`src/rtl/i2c_reg_bank_pkg.sv`:
```
// Shared address map and parameter limits for the I2C register bank.
package i2c_reg_pkg;

    localparam logic [7:0] ADDR_PAGE       = 8'h80;
    localparam logic [7:0] ADDR_CFG_BASE   = 8'h81;
    localparam logic [7:0] ADDR_CNT_BASE   = 8'hA0;
    localparam logic [7:0] ADDR_PULSE_BASE = 8'hF0;
    localparam logic [7:0] ADDR_VERSION    = 8'hFF;

    localparam int MAX_CFG   = 31;
    localparam int MAX_CNT   = 8;
    localparam int MAX_PULSE = 8;

endpackage

```
`src/rtl/i2c_reg_bank_pulse_stretcher.sv`:
```
// Command pulse stretcher: a trigger (re)loads a down-counter, output is high while it is non-zero.
module pulse_stretcher #(
    parameter int LEN = 4
) (
    input  logic clk,
    input  logic reset_n,
    input  logic trigger,
    output logic pulse
);

    logic [7:0] count_q, count_d;

    // Reload on trigger (retrigger extends), otherwise count down to terminal zero.
    always_comb begin
        count_d = count_q;
        if (trigger) begin
            count_d = 8'(LEN);
        end else if (count_q != 8'd0) begin
            count_d = count_q - 8'd1;
        end
    end

    // Counter register; reset truncates any pulse in flight.
    always_ff @(posedge clk or negedge reset_n) begin
        if (!reset_n) begin
            count_q <= 8'd0;
        end else begin
            count_q <= count_d;
        end
    end

    assign pulse = (count_q != 8'd0);

endmodule

```
`src/rtl/i2c_reg_bank.sv`:
```
// I2C register bank: OSD RAM write window, config bytes, snapshot counters and command pulses.
module i2c_reg_bank
    import i2c_reg_pkg::*;
#(
    parameter int                 N_CFG     = 8,
    parameter logic [N_CFG*8-1:0] CFG_RESET = '0,
    parameter int                 N_CNT     = 6,
    parameter int                 N_PULSE   = 4,
    parameter int                 PULSE_LEN = 4,
    parameter int                 PAGE_W    = 3,
    parameter logic [7:0]         VERSION   = 8'h01
) (
    input  logic                  clk,
    input  logic                  reset_n,
    input  logic [7:0]            addr,
    input  logic [7:0]            dataIn,
    input  logic                  writeEn,
    input  logic                  readEn,
    output logic [7:0]            dataOut,
    output logic [7:0]            ram_dataIn,
    output logic [PAGE_W+6:0]     ram_wraddress,
    output logic                  ram_wren,
    output logic [N_CFG*8-1:0]    cfg_data,
    input  logic [N_CNT*32-1:0]   cnt_in,
    output logic [N_CNT-1:0]      cnt_clear,
    output logic [N_PULSE-1:0]    pulse_out
);

    if (N_CFG < 1 || N_CFG > MAX_CFG || N_CNT < 1 || N_CNT > MAX_CNT ||
        N_PULSE < 1 || N_PULSE > MAX_PULSE || PULSE_LEN < 1 || PULSE_LEN > 255 ||
        PAGE_W < 1 || PAGE_W > 8) begin : g_bad_param
        $error("i2c_reg_bank: parameter out of range");
    end

    logic [7:0]                 dout_q, dout_d;
    logic [PAGE_W-1:0]          page_q, page_d;
    logic [N_CFG-1:0][7:0]      cfg_q, cfg_d;
    logic [N_CNT-1:0][31:0]     shadow_q, shadow_d;
    logic [N_CNT-1:0]           clear_q, clear_d;
    logic                       wren_q, wren_d;
    logic [PAGE_W+6:0]          wraddr_q, wraddr_d;
    logic [N_PULSE-1:0]         pulse_trig;

    // Write decode and snapshot capture; a write to counter byte 0 overrides a same-cycle snapshot.
    always_comb begin
        page_d     = page_q;
        cfg_d      = cfg_q;
        shadow_d   = shadow_q;
        clear_d    = '0;
        wren_d     = 1'b0;
        wraddr_d   = wraddr_q;
        pulse_trig = '0;
        if (readEn) begin
            for (int k = 0; k < N_CNT; k++) begin
                if (addr == ADDR_CNT_BASE + 8'(4 * k)) shadow_d[k] = cnt_in[32*k +: 32];
            end
        end
        if (writeEn) begin
            if (!addr[7]) begin
                wren_d   = 1'b1;
                wraddr_d = {page_q, addr[6:0]};
            end
            if (addr == ADDR_PAGE) page_d = dataIn[PAGE_W-1:0];
            for (int i = 0; i < N_CFG; i++) begin
                if (addr == ADDR_CFG_BASE + 8'(i)) cfg_d[i] = dataIn;
            end
            for (int k = 0; k < N_CNT; k++) begin
                if (addr == ADDR_CNT_BASE + 8'(4 * k)) begin
                    clear_d[k]  = 1'b1;
                    shadow_d[k] = '0;
                end
            end
            for (int i = 0; i < N_PULSE; i++) begin
                if (addr == ADDR_PULSE_BASE + 8'(i)) pulse_trig[i] = 1'b1;
            end
        end
    end

    // Read mux, evaluated every cycle independent of readEn; unmapped addresses return 0.
    always_comb begin
        dout_d = 8'h00;
        if (addr == ADDR_PAGE) dout_d = 8'(page_q);
        for (int i = 0; i < N_CFG; i++) begin
            if (addr == ADDR_CFG_BASE + 8'(i)) dout_d = cfg_q[i];
        end
        for (int k = 0; k < N_CNT; k++) begin
            if (addr == ADDR_CNT_BASE + 8'(4 * k)) dout_d = cnt_in[32*k+24 +: 8];
            for (int j = 1; j < 4; j++) begin
                if (addr == ADDR_CNT_BASE + 8'(4 * k + j)) dout_d = shadow_q[k][8*(3-j) +: 8];
            end
        end
        for (int i = 0; i < N_PULSE; i++) begin
            if (addr == ADDR_PULSE_BASE + 8'(i)) dout_d = {7'b0, pulse_out[i]};
        end
        if (addr == ADDR_VERSION) dout_d = VERSION;
    end

    // Register state and registered outputs.
    always_ff @(posedge clk or negedge reset_n) begin
        if (!reset_n) begin
            dout_q   <= 8'h00;
            page_q   <= '0;
            cfg_q    <= CFG_RESET;
            shadow_q <= '0;
            clear_q  <= '0;
            wren_q   <= 1'b0;
            wraddr_q <= '0;
        end else begin
            dout_q   <= dout_d;
            page_q   <= page_d;
            cfg_q    <= cfg_d;
            shadow_q <= shadow_d;
            clear_q  <= clear_d;
            wren_q   <= wren_d;
            wraddr_q <= wraddr_d;
        end
    end

    for (genvar g = 0; g < N_PULSE; g++) begin : g_pulse
        pulse_stretcher #(.LEN(PULSE_LEN)) u_pulse (
            .clk     (clk),
            .reset_n (reset_n),
            .trigger (pulse_trig[g]),
            .pulse   (pulse_out[g])
        );
    end

    assign dataOut       = dout_q;
    assign ram_dataIn    = dataIn;
    assign ram_wraddress = wraddr_q;
    assign ram_wren      = wren_q;
    assign cfg_data      = cfg_q;
    assign cnt_clear     = clear_q;

endmodule

```
`config.mk`:
```
export PLATFORM = sky130hd
export DESIGN_NAME = i2c_reg_bank
export DESIGN_NICKNAME = d
export VERILOG_FILES = /design/src/rtl/i2c_reg_bank_pkg.sv /design/src/rtl/i2c_reg_bank_pulse_stretcher.sv /design/src/rtl/i2c_reg_bank.sv
export SDC_FILE = /design/constraint.sdc
export NUM_CORES = 1
export LEC_CHECK = 0
export CORE_MARGIN = 8
export CORE_UTILIZATION = 50
export CTS_CLUSTER_DIAMETER = 200
export CTS_CLUSTER_SIZE = 16
export DETAILED_ROUTE_END_ITERATION = 7
export HOLD_SLACK_MARGIN = 0.1
export PLACE_DENSITY = 0.79
export SYNTH_ARGS = -nofsm -noshare
export SYNTH_HDL_FRONTEND = slang
export SYNTH_SLANG_ARGS = --single-unit
export TNS_END_PERCENT = 50
```
`constraint.sdc`:
```
create_clock -name clk -period 5.6 [get_ports clk]
set_input_delay 0.56 -clock clk [delete_from_list [all_inputs] [get_ports clk]]
set_output_delay 0.56 -clock clk [all_outputs]
set_load 0.005 [all_outputs]
```
==> impl_metrics.ini <==
[placement]
globalplace.congestion = 1.07
post-dp-hpwl_mm = 39.7
io_buffers = 312

[worst_setup_path]
worstPathCellList = clkdlybuf4s50_1 -> nand2b_1 -> nor2_2 -> nand3_1 -> nand2_1 -> a21oi_1
crit_required_ns = 5.99
arrival_ns = 3.88
cpLargestDelayFamily = simple AND/OR/NAND/NOR gates
crit_type = in -> reg
cp-end-kind = flip-flop
crit_fanout = 24
start_kind = input port
worst-path-buf-inv = 1
cp_slowest_cell = clkdlybuf4s50_1
critPathMaxStageDelay_ns = 0.89

[cts]
clkLatencyLatePin_ns = 0.52
cts_tree = built
clockBufferDepth = 3
root_buffer = clkbuf_16
clkSinkCount = 268
cts_made_buffers = 20
post_cts_buffers = 0
cts.hold.buffers_added = 0
cts_max_level = 1
ctsResizeCount = 0
path_clk_slew_ns = 0.07

[sta]
final.setup_skew_ns = 0.0200
hold_viol = 0
tns_ns = 0
worst_pin_slew_ns = 1.11
whs_ns = 0.0756
maxSlewHeadroom_pct = 26.0
finalSetupViolCount = 0
period_needed_ns = 3.49
slew_violations = 0
fmax_mhz = 287
rsz0062_at_grt = false
min_period_over_period_pct = 62.3

[layout]
layout-drive-gt1-share_pct = 9.48
final_cell_mix = 353 x nand2_1, 309 x clkdlybuf4s50_1, 268 x dfrtp_1
final_nets = 1967
n_antenna_cell = 0
final_common_cell = nand2_1
area_growth_pct = 26.3

[floorplanning]
ios = 313
num_rows = 61
die-area_sq_um = 33600
design.core.area_sq_um = 27600
die_w_um = 183
die_h_um = 183
initial_utilization_pct = 50.6

[yosys]
avgSynthCellArea_sq_um = 9.23
synth-seq-area-share_pct = 48.0
yosys_warnings = 0
synthesis.area_sq_um = 14000
synthArstFlopShare_pct = 100
yosys.area.top_type = dfrtp_1
synth_seq_cells = 268
synth.distinct_cells = 80
yosys-top-cells-area = dfrtp_1 48%, nand2_1 9.5%, a21oi_1 7.3%
synth-edff-count = 0
synth_flop_cell = dfrtp_1
synthDominantCellAreaShare_pct = 48.0
syn_inst = 1515
syn-num-nets = 1731

[detailed_routing]
vias = 13300
viasPerCell = 6.25
first_iter_violations = 1644
wl_per_cell_um = 25.4
drtPass1Iterations = 6
ant_nets = 0
drc_errors = 0
wirelength_mm = 54.1

[global_routing]
antenna_found_initial = 1
grt_usage_pct = 31.1
grt_pass1_wl_mm = 81.1
grt_overflow_total = 0
grt_pass1_vias = 13500
grt_max_degree = 151

[status]
status = completed

[pwr]
peakVddDrop_uv = 156
power_density_nw_per_um2 = 259
leakage_nw = 7.43

[flow_run]
maxCapViolCount = 0

[worst_hold_path]
hp-class = in -> async
## layout make-up
| cell class | instances | area [sq um] |
|---|---|---|
| clock buffer | 21 | 526 |
| clock inverter | 1 | 30.0 |
| fill | 2344 | 9970 |
| inverter | 21 | 78.8 |
| multi-input combinational | 1108 | 6560 |
| sequential | 268 | 6710 |
| tap | 378 | 473 |
| timing repair buffer | 332 | 3290 |
## synth_stat cells, types with 5 or more instances
cell / number
nand2_1: 353
dfrtp_1: 268
a21oi_1: 203
mux2_2: 89
nor2_1: 74
o21ai_0: 53
buf_2: 45
clkbuf_1: 38
buf_4: 29
mux2i_1: 28
nor3_1: 26
nand3_1: 22
inv_1: 21
nor2b_1: 14
a31oi_1: 13
o221ai_1: 13
a22oi_1: 12
nand2b_1: 11
o22ai_1: 11
a211oi_1: 10
and3_1: 8
nor4_1: 8
o211ai_1: 8
a32oi_1: 7
xnor2_1: 7
a21o_1: 6
and2_1: 6
nand3b_1: 6
nor3_2: 6
nor3b_1: 6
or3_1: 6
a211o_1: 5
buf_6: 5
nand4_1: 5
o21a_1: 5
## through the flow
stage	area (sq um)	instances	util [%]	total power [mW]	setup slack [ns]
6_report	17700	2129	63.9	4.57	2.11
3_3_place_gp	17100	2107	61.9	3.18	1.95
2_1_floorplan	14000	1515	-	2.76	3.52
4_1_cts	17700	2129	63.9	4.57	2.24
3_5_place_dp	17100	2107	61.9	3.21	1.82
5_1_grt	17700	2129	63.9	4.76	1.99
## worst register-to-register path: stages (launching register included)
cell and delay, ns:
dfrtp_1 0.41, inv_1 0.10, ha_1 0.19, nor3b_1 0.29
nand2_1 0.15, nor3_2 0.34, inv_1 0.17, a22oi_1 0.21
a31oi_1 0.16, o21ai_0 0.16, o211ai_1 0.11
## sequential cells by signal, indices dropped and copies added, names as in the netlist
register	flops
g_pulse.u_pulse.count_q	32
dataOut	8
ram_wraddress	10
cnt_clear	6
shadow_q	144
ram_wren	1
cfg_data	64
page_q	3
## final timing paths
kind,slack (ns),from,endpoint,depth (start not counted)
worst max-delay path,2.11,addr[2],shadow_q[43]$_DFF_PN0_,6
worst min-delay path,0.08,reset_n,ram_wraddress[0]$_DFFE_PN0P_,1
worst max register to register,3.18,g_pulse[0].u_pulse.count_q[0]$_DFFE_PN0P_,dataOut[0]$_DFF_PN0_,10
worst min register to register,0.49,ram_wraddress[1]$_DFFE_PN0P_,ram_wraddress[1]$_DFFE_PN0P_,2
max in group asynchronous,4.13,reset_n,shadow_q[115]$_DFF_PN0_,2
min in group clk,0.49,ram_wraddress[1]$_DFFE_PN0P_,ram_wraddress[1]$_DFFE_PN0P_,2
## logic make-up (layout without fill, tap and decap cells)
kind of cell               count (synthesis)  count (layout)  share of synthesized area, %
and+or+nand+nor                          578             578                          18.8
AOI/OAI and AO/OA                        394             394                          17.2
DFF                                      268             268                          48.0
buffers and inverters                    139             375                          5.18
muxes                                    121             121                          9.82
xor gates and xnor gates                  11              11                         0.689
adders and majority gates                  4               4                         0.358
## routing by layer
metal	wire, um	track usage, %	up-vias
li1	-	-	5781
met1	20900	38.9	6432
met2	24400	49.4	883
met3	5750	8.61	208
met4	3050	14.9	0
met5	0	0	-
## where the power goes
part	switching, mW	total (mW)	internal (mW)
clock network	0.673	1.38	0.709
registers	0.174	2.30	2.12
logic	0.443	0.893	0.450
(Power assumes the default switching activity.)
